===== src/rtl/uart_frame_parser_pkg.sv =====
// Shared definitions for the UART frame parser and the matching TX frame builder.
// State encoding and default frame start byte.
package uart_frame_parser_pkg;

    typedef enum logic [1:0] {
        ST_IDLE    = 2'd0,
        ST_LEN     = 2'd1,
        ST_PAYLOAD = 2'd2,
        ST_CHK     = 2'd3
    } state_t;

    localparam logic [7:0] HEADER_DEFAULT = 8'hA5;

endpackage


===== src/rtl/uart_frame_parser.sv =====
// Frame delineator: HEADER, LEN, LEN payload bytes, CHK (sum of LEN and payload).
// Optional inter-byte timeout is built when FRAME_TIMEOUT_EN is defined.
module uart_frame_parser
    import uart_frame_parser_pkg::*;
#(
    parameter logic [7:0] HEADER      = HEADER_DEFAULT,
    parameter int         MAX_LEN     = 16,
    parameter int         TIMEOUT_CYC = 500_000
) (
    input  logic       sys_clk,
    input  logic       sys_rst_n,
    input  logic [7:0] pi_data,
    input  logic       pi_flag,
    output logic [7:0] po_data,
    output logic       po_flag,
    output logic [7:0] frame_len,
    output logic       frame_done,
    output logic       frame_err
);

    localparam logic [7:0] MAX_LEN_B = 8'(MAX_LEN);

    if (MAX_LEN < 1 || MAX_LEN > 255 || TIMEOUT_CYC < 2) begin : g_cfg_check
        $error("uart_frame_parser: illegal parameter values");
    end

    state_t     state;
    logic [7:0] len;
    logic [7:0] cnt;
    logic [7:0] csum;
    logic       tmo_hit;

`ifdef FRAME_TIMEOUT_EN
    localparam int TW = $clog2(TIMEOUT_CYC);

    logic [TW-1:0] tmo_cnt;

    // A byte arriving on the expiry cycle wins over the timeout.
    assign tmo_hit = (state != ST_IDLE) && !pi_flag &&
                     (tmo_cnt == TW'(TIMEOUT_CYC - 1));

    always_ff @(posedge sys_clk) begin
        if (!sys_rst_n || pi_flag || tmo_hit || state == ST_IDLE) begin
            tmo_cnt <= '0;
        end else begin
            tmo_cnt <= tmo_cnt + 1'b1;
        end
    end
`else
    assign tmo_hit = 1'b0;
`endif

    always_ff @(posedge sys_clk) begin
        if (!sys_rst_n) begin
            state      <= ST_IDLE;
            len        <= 8'd0;
            cnt        <= 8'd0;
            csum       <= 8'd0;
            po_data    <= 8'd0;
            po_flag    <= 1'b0;
            frame_len  <= 8'd0;
            frame_done <= 1'b0;
            frame_err  <= 1'b0;
        end else begin
            po_flag    <= 1'b0;
            frame_done <= 1'b0;
            frame_err  <= 1'b0;
            if (tmo_hit) begin
                state     <= ST_IDLE;
                frame_err <= 1'b1;
            end else if (pi_flag) begin
                unique case (state)
                    ST_IDLE: begin
                        if (pi_data == HEADER) begin
                            state <= ST_LEN;
                        end
                    end
                    ST_LEN: begin
                        len  <= pi_data;
                        csum <= pi_data;
                        cnt  <= 8'd0;
                        if (pi_data == 8'd0 || pi_data > MAX_LEN_B) begin
                            frame_err <= 1'b1;
                            state     <= ST_IDLE;
                        end else begin
                            state <= ST_PAYLOAD;
                        end
                    end
                    ST_PAYLOAD: begin
                        po_data <= pi_data;
                        po_flag <= 1'b1;
                        csum    <= csum + pi_data;
                        cnt     <= cnt + 8'd1;
                        if (cnt == len - 8'd1) begin
                            state <= ST_CHK;
                        end
                    end
                    ST_CHK: begin
                        if (pi_data == csum) begin
                            frame_done <= 1'b1;
                            frame_len  <= len;
                        end else begin
                            frame_err <= 1'b1;
                        end
                        state <= ST_IDLE;
                    end
                    default: state <= ST_IDLE;
                endcase
            end
        end
    end

endmodule


===== config.mk =====
export PLATFORM = sky130hd
export DESIGN_NAME = uart_frame_parser
export DESIGN_NICKNAME = d
export VERILOG_FILES = /design/src/rtl/uart_frame_parser_pkg.sv /design/src/rtl/uart_frame_parser.sv
export SDC_FILE = /design/constraint.sdc
export NUM_CORES = 1
export LEC_CHECK = 0
export ABC_AREA = 0
export CAP_MARGIN = 15
export CORE_MARGIN = 10
export CORE_UTILIZATION = 35
export CTS_BUF_LIST = sky130_fd_sc_hd__clkbuf_2
export DETAILED_ROUTE_END_ITERATION = 10
export RECOVER_POWER = 25
export SETUP_SLACK_MARGIN = 0.1
export SLEW_MARGIN = 20
export SYNTH_ARGS = -nofsm -noshare
export SYNTH_HDL_FRONTEND = slang
export SYNTH_SLANG_ARGS = --single-unit

===== constraint.sdc =====
create_clock -name sys_clk -period 2.56 [get_ports sys_clk]
set_input_delay 0.512 -clock sys_clk [delete_from_list [all_inputs] [get_ports sys_clk]]
set_output_delay 0.512 -clock sys_clk [all_outputs]
set_load 0.1 [all_outputs]

==> results by group, run 1 <==
Critical path
  – RR Startpoint: len[0]$_SDFFE_PN0P_
  – CP Launch Type: input port
  – Slowest stage delay, CP: a little over 1 ns
  – Path depth of the worst reg2reg path: 9
  – Data arrival, critical path: approximately 2.6 ns
  – CP cell instances: clkdlybuf4s50_1 -> clkbuf_1 -> nand4_1 -> mux2i_1
  – Worst path required time: 2.93 ns
  – CP max FO: 37
  – CP Capture Type: flop
  – Critical path buffers and inverters: 2
  – Reg-to-reg slack, setup: 0.45 ns
  – Worst path slowest cell: clkbuf_1
  – Kind of critical path: in -> reg
  – CP top delay family: buffers and inverters

Timing
  – Final hold violations: 0
  – RSZ-0062 raised after global routing: no
  – Maximum clock frequency: 454.2 MHz
  – Tcrit/Tclk final: 86.00%
  – Minimum clock period: 2.202 ns
  – Setup violators final: 0
  – Slew HR: around a tenth
  – Final worst slack: around 0.36 ns
  – Fin Setup TNS: 0 ns
  – Final Skew: between 0.03 and 0.04 ns
  – Slew of the pin with the lowest slew margin: about 1.3 ns
  – Slew Viols, Final: 0

Final layout
  – Seq. cell area: roughly 900 um^2
  – Multi-input logic area: ~0.0015 mm^2
  – Post-layout net count: between 300 and 400
  – Commonest non-fill, non-tap cells in the layout: nand2_1 (48), dfxtp_1 (45), buf_4 (33), a21boi_0 (18), ha_1 (14)
  – Fill count: between 700 and 800
  – Share of layout cells above drive strength 1: 14.80%
  – Commonest non-fill, non-tap cell in the layout: nand2_1
  – # diodes: 0
  – Design area: ~0.003 mm^2
  – Synth-to-layout area growth: 19.02%

Clock tree
  – CTS buffer count: 5
  – CTS tree: built
  – Clock-pin slew on the worst setup and hold paths: between 0.2 and 0.3 ns
  – CTS Root Buffer Type: clkbuf_2
  – Clock Latency Late Sink: between 0.4 and 0.5 ns
  – Post-CTS Setup Repair Bufs: 0
  – Clock Path Buffers: 2
  – PostCTS Resize Cnt: 0
  – Num Clock Sinks: 45
  – Cts hold-fix bufs: 0
  – H-tree Lvls: 2

Synthesis
  – Simple-Gate Fraction of Synth Area: approximately a quarter
  – Number of synthesized register bits: 45
  – Post-synth EDFFs: 0
  – Synth Flop Type: dfxtp_1
  – Unique masters post-synth: 50
  – Syn nets: 320
  – Average size of a mapped cell: 8.614 um^2
  – Mux share of post-synthesis cell area: under 10%
  – Syn Std Cell Area: between 0.002 and 0.003 mm^2
  – Synth Area in XOR/XNOR: 7.905%
  – Async SR Flop Fraction: 0%
  – Largest family of logic cells by synthesized area: simple AND/OR/NAND/NOR gates
  – Synth warnings: 0
  – Seq/Total Area, Yosys: a little over a third
  – Adder-Cell Fraction of Synth Area: 7.708%
  – Synth Area in Compound Gates: between 10% and 20%
  – Syn Inst Count: 294

Global routing
  – Gr usage total: 11.22%
  – Largest net degree at the start of global routing: 38
  – First-pass GRT wire length: around 11 mm
  – Vias in the first global route: between 2000 and 2500
  – Initial antenna violation count: 0
  – Global route overflow: 0

Drt
  – Vias/cell: roughly 4.9
  – Post-route ant nets: 0
  – DR DRC count: 0
  – 1st-pass router iterations: 4
  – Drt first-iter violations: between 100 and 150
  – Final WL: ~6 mm
  – Per-cell routed wire length: 13.99 um
  – Routed vias: between 2000 and 2500

Run
  – Max-cap viol count: 0

Placement
  – Dpl hpwl: roughly 4.5 mm
  – Port Buffer Count: 29
  – Placed Area: 0.002953 mm^2
  – Pre-CTS WS: -0.04732 ns
  – GPL Wtd Cong: between 0.8 and 0.9

Die
  – Die area: 0.01104 mm^2
  – Initial core utilization: between 30% and 40%
  – I/O pin count: 30
  – Die X-Extent: between 100 and 150 um
  – Core area: slightly below 0.007 mm^2
  – Chip height: between 100 and 150 um
  – Cell Rows: 30

Min path
  – Hold Crit Start: po_data[7]$_SDFFE_PN0P_
  – WHS Path Cells: 2
  – Hold endpoint: po_data[7]$_SDFFE_PN0P_
  – Hold WC Path Type: reg -> reg

Status
  – Outcome: complete, no violations

Pwr
  – Power density cells: 404.4 mW/mm^2
  – Pleak: between 1 and 1.5 nW
  – Peak supply drop: about 240 uV
registers in the layout, indices dropped and copies added, names as in the netlist, named ones only:
| register | cells |
|---|---|
| len | 8 |
| cnt | 8 |
| frame_err | 1 |
| frame_len | 8 |
| csum | 8 |
| po_flag | 1 |
| po_data | 8 |
| state | 1 |
| frame_done | 1 |
cell usage after synthesis, types with 2 or more instances:
cell type  instances  share of area [%]
o21ai_1            2               0.40
ha_1              14                6.9
inv_1             10                1.5
or3_1              3               0.74
a21oi_1            9                1.8
xnor2_1           11                3.8
o211a_1            3                1.2
o41ai_1            2               0.69
nand4_1            7                1.7
nand2b_1           2               0.49
o21ai_0            5               0.99
and2_1             5                1.2
mux2i_1           12                4.7
nor2b_1            8                2.0
a21o_1             2               0.59
dfxtp_1           45                 36
and3_1             4               0.99
nand2_1           48                7.1
o211ai_1           2               0.59
clkbuf_1          13                1.9
nand3_1           13                2.6
nor2_1            13                1.9
a21boi_0          18                5.3
nor4_1             4               0.99
and4b_1            2               0.79
buf_4              2               0.59
xor2_1            10                3.5
nor3_1             3               0.59
worst max-delay path by stage:
stage,start,endpoint,depth (start not counted)
final,sys_rst_n,flop,4
after global placement,pi_data[1],csum[7]$_SDFFE_PN0P_,8
after global routing,sys_rst_n,state[0]$_SDFFE_PN0P_,4
after detailed placement,pi_data[1],csum[7]$_SDFFE_PN0P_,8
after CTS,pi_data[1],csum[7]$_SDFFE_PN0P_,8
after floorplan,pi_data[5],frame_len[0]$_SDFFE_PN0P_,6
worst min-delay path, delay by kind of cell, from the launching register on:
kind,cells,cell delay (ns)
compound gates,1,0.06
flops,1,0.37
simple gates,1,0.05
power breakdown:
group / switching (mW) / total [mW] / leakage (nW) / internal [mW]
Sequential: 0.000847 / 0.705 / 0.362 / 0.704
Combinational: 0.0495 / 0.0951 / 0.750 / 0.0456
Clock: 0.252 / 0.419 / 0.0433 / 0.167
Total: 0.302 / 1.22 / 1.16 / 0.917
per-stage QoR:
| step | utilization [%] | instances | hold WS, ns | total power [mW] |
|---|---|---|---|---|
| 6_report | 43.64 | 427 | 0.4906 | 1.219 |
| 5_1_grt | 43.64 | 427 | 0.5144 | 1.267 |
| 3_5_place_dp | 42.75 | 419 | 0.4607 | 0.8118 |
| 3_3_place_gp | 42.75 | 419 | 0.4557 | 0.8111 |
| 4_1_cts | 43.75 | 427 | 0.4886 | 1.229 |
| 2_1_floorplan | - | 294 | 0.4578 | 0.7632 |
area by class of cell:
cell class              count  area share (%)
clock buffers               5          0.8302
multi-input cells         222           50.15
well taps                  96           3.985
inverters                  10           1.245
flip-flops and latches     45           29.89
clock inverters             3           1.453
repair buffers             46           12.45
cell families after synthesis:
group	Yosys count
AND/OR/NAND/NOR	119
buffers and inverters	27
flip-flops	45
AO/OA/AOI/OAI	54
adder cells (fa/ha/maj)	15
multiplexers	12
XOR/XNOR	22
metal layers:
layer  vias up  wire, um  track usage, %
met5         -         0               0
met4         0        72           2.745
met3         7       239           2.826
met2        36      2628           17.17
met1       954      3032           15.30
li1       1089         -               -
No activity file was read; power rests on OpenSTA's default activity.
==> run 2: changes to the inputs <==
- CTS_BUF_LIST: sky130_fd_sc_hd__clkbuf_2 -> sky130_fd_sc_hd__clkbuf_4 sky130_fd_sc_hd__clkbuf_8 sky130_fd_sc_hd__clkbuf_16
==> results by group, run 2 (synthesis results as in run 1) <==
Status
  – Outcome: complete, no violations (unchanged)

Drt
  – DR DRC count: 0 (unchanged)
  – Final WL: 5.984 mm (was 5.972 mm)
  – Per-cell routed wire length: 14.01 um (was 13.99 um)
  – Routed vias: 2099 (was 2086)
  – 1st-pass router iterations: 5 (was 4)
  – Vias/cell: 4.916 (was 4.885)
  – Drt first-iter violations: 127 (was 110)
  – Post-route ant nets: 0 (unchanged)

Timing
  – Tcrit/Tclk final: 89.98% (was 86.00%)
  – Slew of the pin with the lowest slew margin: 1.191 ns (was 1.345 ns)
  – Slew HR: 20.97% (was 10.30%)
  – Final worst slack: 0.2564 ns (was 0.3584 ns)
  – Maximum clock frequency: 434.1 MHz (was 454.2 MHz)
  – Minimum clock period: 2.304 ns (was 2.202 ns)
  – Final hold violations: 0 (unchanged)
  – RSZ-0062 raised after global routing: no (unchanged)
  – Setup violators final: 0 (unchanged)
  – Final Skew: 0.008201 ns (was 0.03136 ns)
  – Slew Viols, Final: 0 (unchanged)

Die
  – Die X-Extent: 105.1 um (unchanged)
  – I/O pin count: 30 (unchanged)
  – Initial core utilization: 36.67% (unchanged)
  – Core area: 0.006907 mm^2 (unchanged)
  – Die area: 0.01104 mm^2 (unchanged)
  – Cell Rows: 30 (unchanged)
  – Chip height: 105.1 um (unchanged)

Clock tree
  – CTS Root Buffer Type: clkbuf_8 (was clkbuf_2)
  – H-tree Lvls: 2 (unchanged)
  – Clock Path Buffers: 2 (unchanged)
  – CTS buffer count: 5 (unchanged)
  – Clock Latency Late Sink: 0.30 ns (was 0.42 ns)
  – CTS tree: built (unchanged)
  – Post-CTS Setup Repair Bufs: 0 (unchanged)
  – Clock-pin slew on the worst setup and hold paths: 0.09 ns (was 0.25 ns)
  – Num Clock Sinks: 45 (unchanged)
  – PostCTS Resize Cnt: 0 (unchanged)
  – Cts hold-fix bufs: 0 (unchanged)

Run
  – Max-cap viol count: 0 (unchanged)

Global routing
  – First-pass GRT wire length: 10.65 mm (was 10.62 mm)
  – Initial antenna violation count: 0 (unchanged)
  – Gr usage total: 11.23% (was 11.22%)
  – Vias in the first global route: 2160 (was 2142)
  – Largest net degree at the start of global routing: 38 (unchanged)
  – Global route overflow: 0 (unchanged)

Pwr
  – Pint: 1.038 mW (was 916.7 uW)
  – Pleak: 1.110 nW (was 1.156 nW)
  – Sw power: 308.7 uW (was 302.1 uW)
  – Total Power: 1.347 mW (was 1.219 mW)
  – Peak supply drop: 238.4 uV (was 239.9 uV)
  – Clock network fraction of total power: 40.9% (was 34.4%)
  – Combinational power share: 7.1% (was 7.8%)
  – Reg power frac: 52.0% (was 57.8%)
  – Power density cells: 448.2 mW/mm^2 (was 404.4 mW/mm^2)
  – Switching part of the total: 22.92% (was 24.79%)

Final layout
  – # diodes: 0 (unchanged)
  – Share of layout cells above drive strength 1: 10.57% (was 14.80%)
  – Commonest non-fill, non-tap cells in the layout: nand2_1 (48), dfxtp_1 (45), buf_4 (19), a21boi_0 (18), clkbuf_1 (16) (was nand2_1 (48), dfxtp_1 (45), buf_4 (33), a21boi_0 (18), ha_1 (14))
  – Synth-to-layout area growth: 18.68% (was 19.02%)
  – Post-layout net count: 356 (unchanged)
  – Commonest non-fill, non-tap cell in the layout: nand2_1 (unchanged)
  – Design area: 0.003005 mm^2 (was 0.003014 mm^2)

Critical path
  – Worst path required time: 2.75 ns (was 2.93 ns)
  – CP Capture Type: flop (unchanged)
  – CP max FO: 3 (was 37)
  – Kind of critical path: in -> reg (unchanged)
  – CP Launch Type: input port (unchanged)
  – Data arrival, critical path: 2.49 ns (was 2.57 ns)

Placement
  – GPL Wtd Cong: 0.8087 (unchanged)
  – Placed Area: 0.002953 mm^2 (unchanged)
  – Dpl hpwl: 4.472 mm (unchanged)
  – Pre-CTS WS: -0.04732 ns (unchanged)
  – Port Buffer Count: 29 (unchanged)

Min path
  – Hold WC Path Type: reg -> reg (unchanged)
-- run 2: changes by cell type in the layout (fill, tap and decap cells not counted), sizes merged --
| cell | previous run | this run |
|---|---|---|
| buf | 34 | 20 |
| clkbuf | 7 | 21 |
-- run 2: cell type report --
| class | count | area [um^2] |
|---|---|---|
| Sequential cell | 45 | 900.9 |
| Clock inverter | 3 | 43.79 |
| Clock buffer | 5 | 68.82 |
| Multi-Input combinational cell | 222 | 1511 |
| Tap cell | 96 | 120.1 |
| Inverter | 10 | 37.54 |
| Fill cell | 721 | 3901 |
| Timing Repair Buffer | 46 | 322.8 |
-- run 2: layer usage --
| metal | wire length [um] | global-route usage (%) |
|---|---|---|
| met5 | 0 | 0 |
| met2 | 2652 | 17.13 |
| met1 | 3016 | 15.26 |
| met4 | 53 | 3.039 |
| met3 | 261 | 2.826 |
-- run 2: path summary, 6_finish.rpt --
kind / startpoint / end / slack (ns) / cells after the start
worst min-delay path: po_data[0]$_SDFFE_PN0P_ / po_data[0]$_SDFFE_PN0P_ / 0.47 / 2
worst min register to register: po_data[0]$_SDFFE_PN0P_ / po_data[0]$_SDFFE_PN0P_ / 0.47 / 2
worst max register to register: len[0]$_SDFFE_PN0P_ / flop / 0.48 / 9
worst max-delay path: pi_data[1] / csum[7]$_SDFFE_PN0P_ / 0.26 / 8
-- run 2: power by group through the flow --
stage / clock network [mW] / logic, mW / registers, mW
detailed placement: 0 / 0.0945 / 0.717
CTS: 0.566 / 0.0948 / 0.701
global placement: 0 / 0.0938 / 0.717
finish: 0.551 / 0.0951 / 0.701
floorplan: 0 / 0.0460 / 0.717
global route: 0.594 / 0.104 / 0.701
-- run 2: critical path, cell delays in order --
cell	delay, ns
clkdlybuf4s50_1	0.45
ha_1	0.34
a21o_1	0.19
a21oi_1	0.21
o21ai_1	0.13
o41ai_1	0.41
a21oi_1	0.06
nand4b_1	0.18
-- run 2: stage by stage --
stage          util [%]  setup TNS [ns]  instances  hold slack [ns]
3_5_place_dp      42.75        -0.04732        419           0.4607
5_1_grt           43.51               0        427           0.4921
4_1_cts           44.38               0        427           0.4755
3_3_place_gp      42.75        -0.05356        419           0.4557
6_report          43.51               0        427           0.4708
2_1_floorplan         -               0        294           0.4578
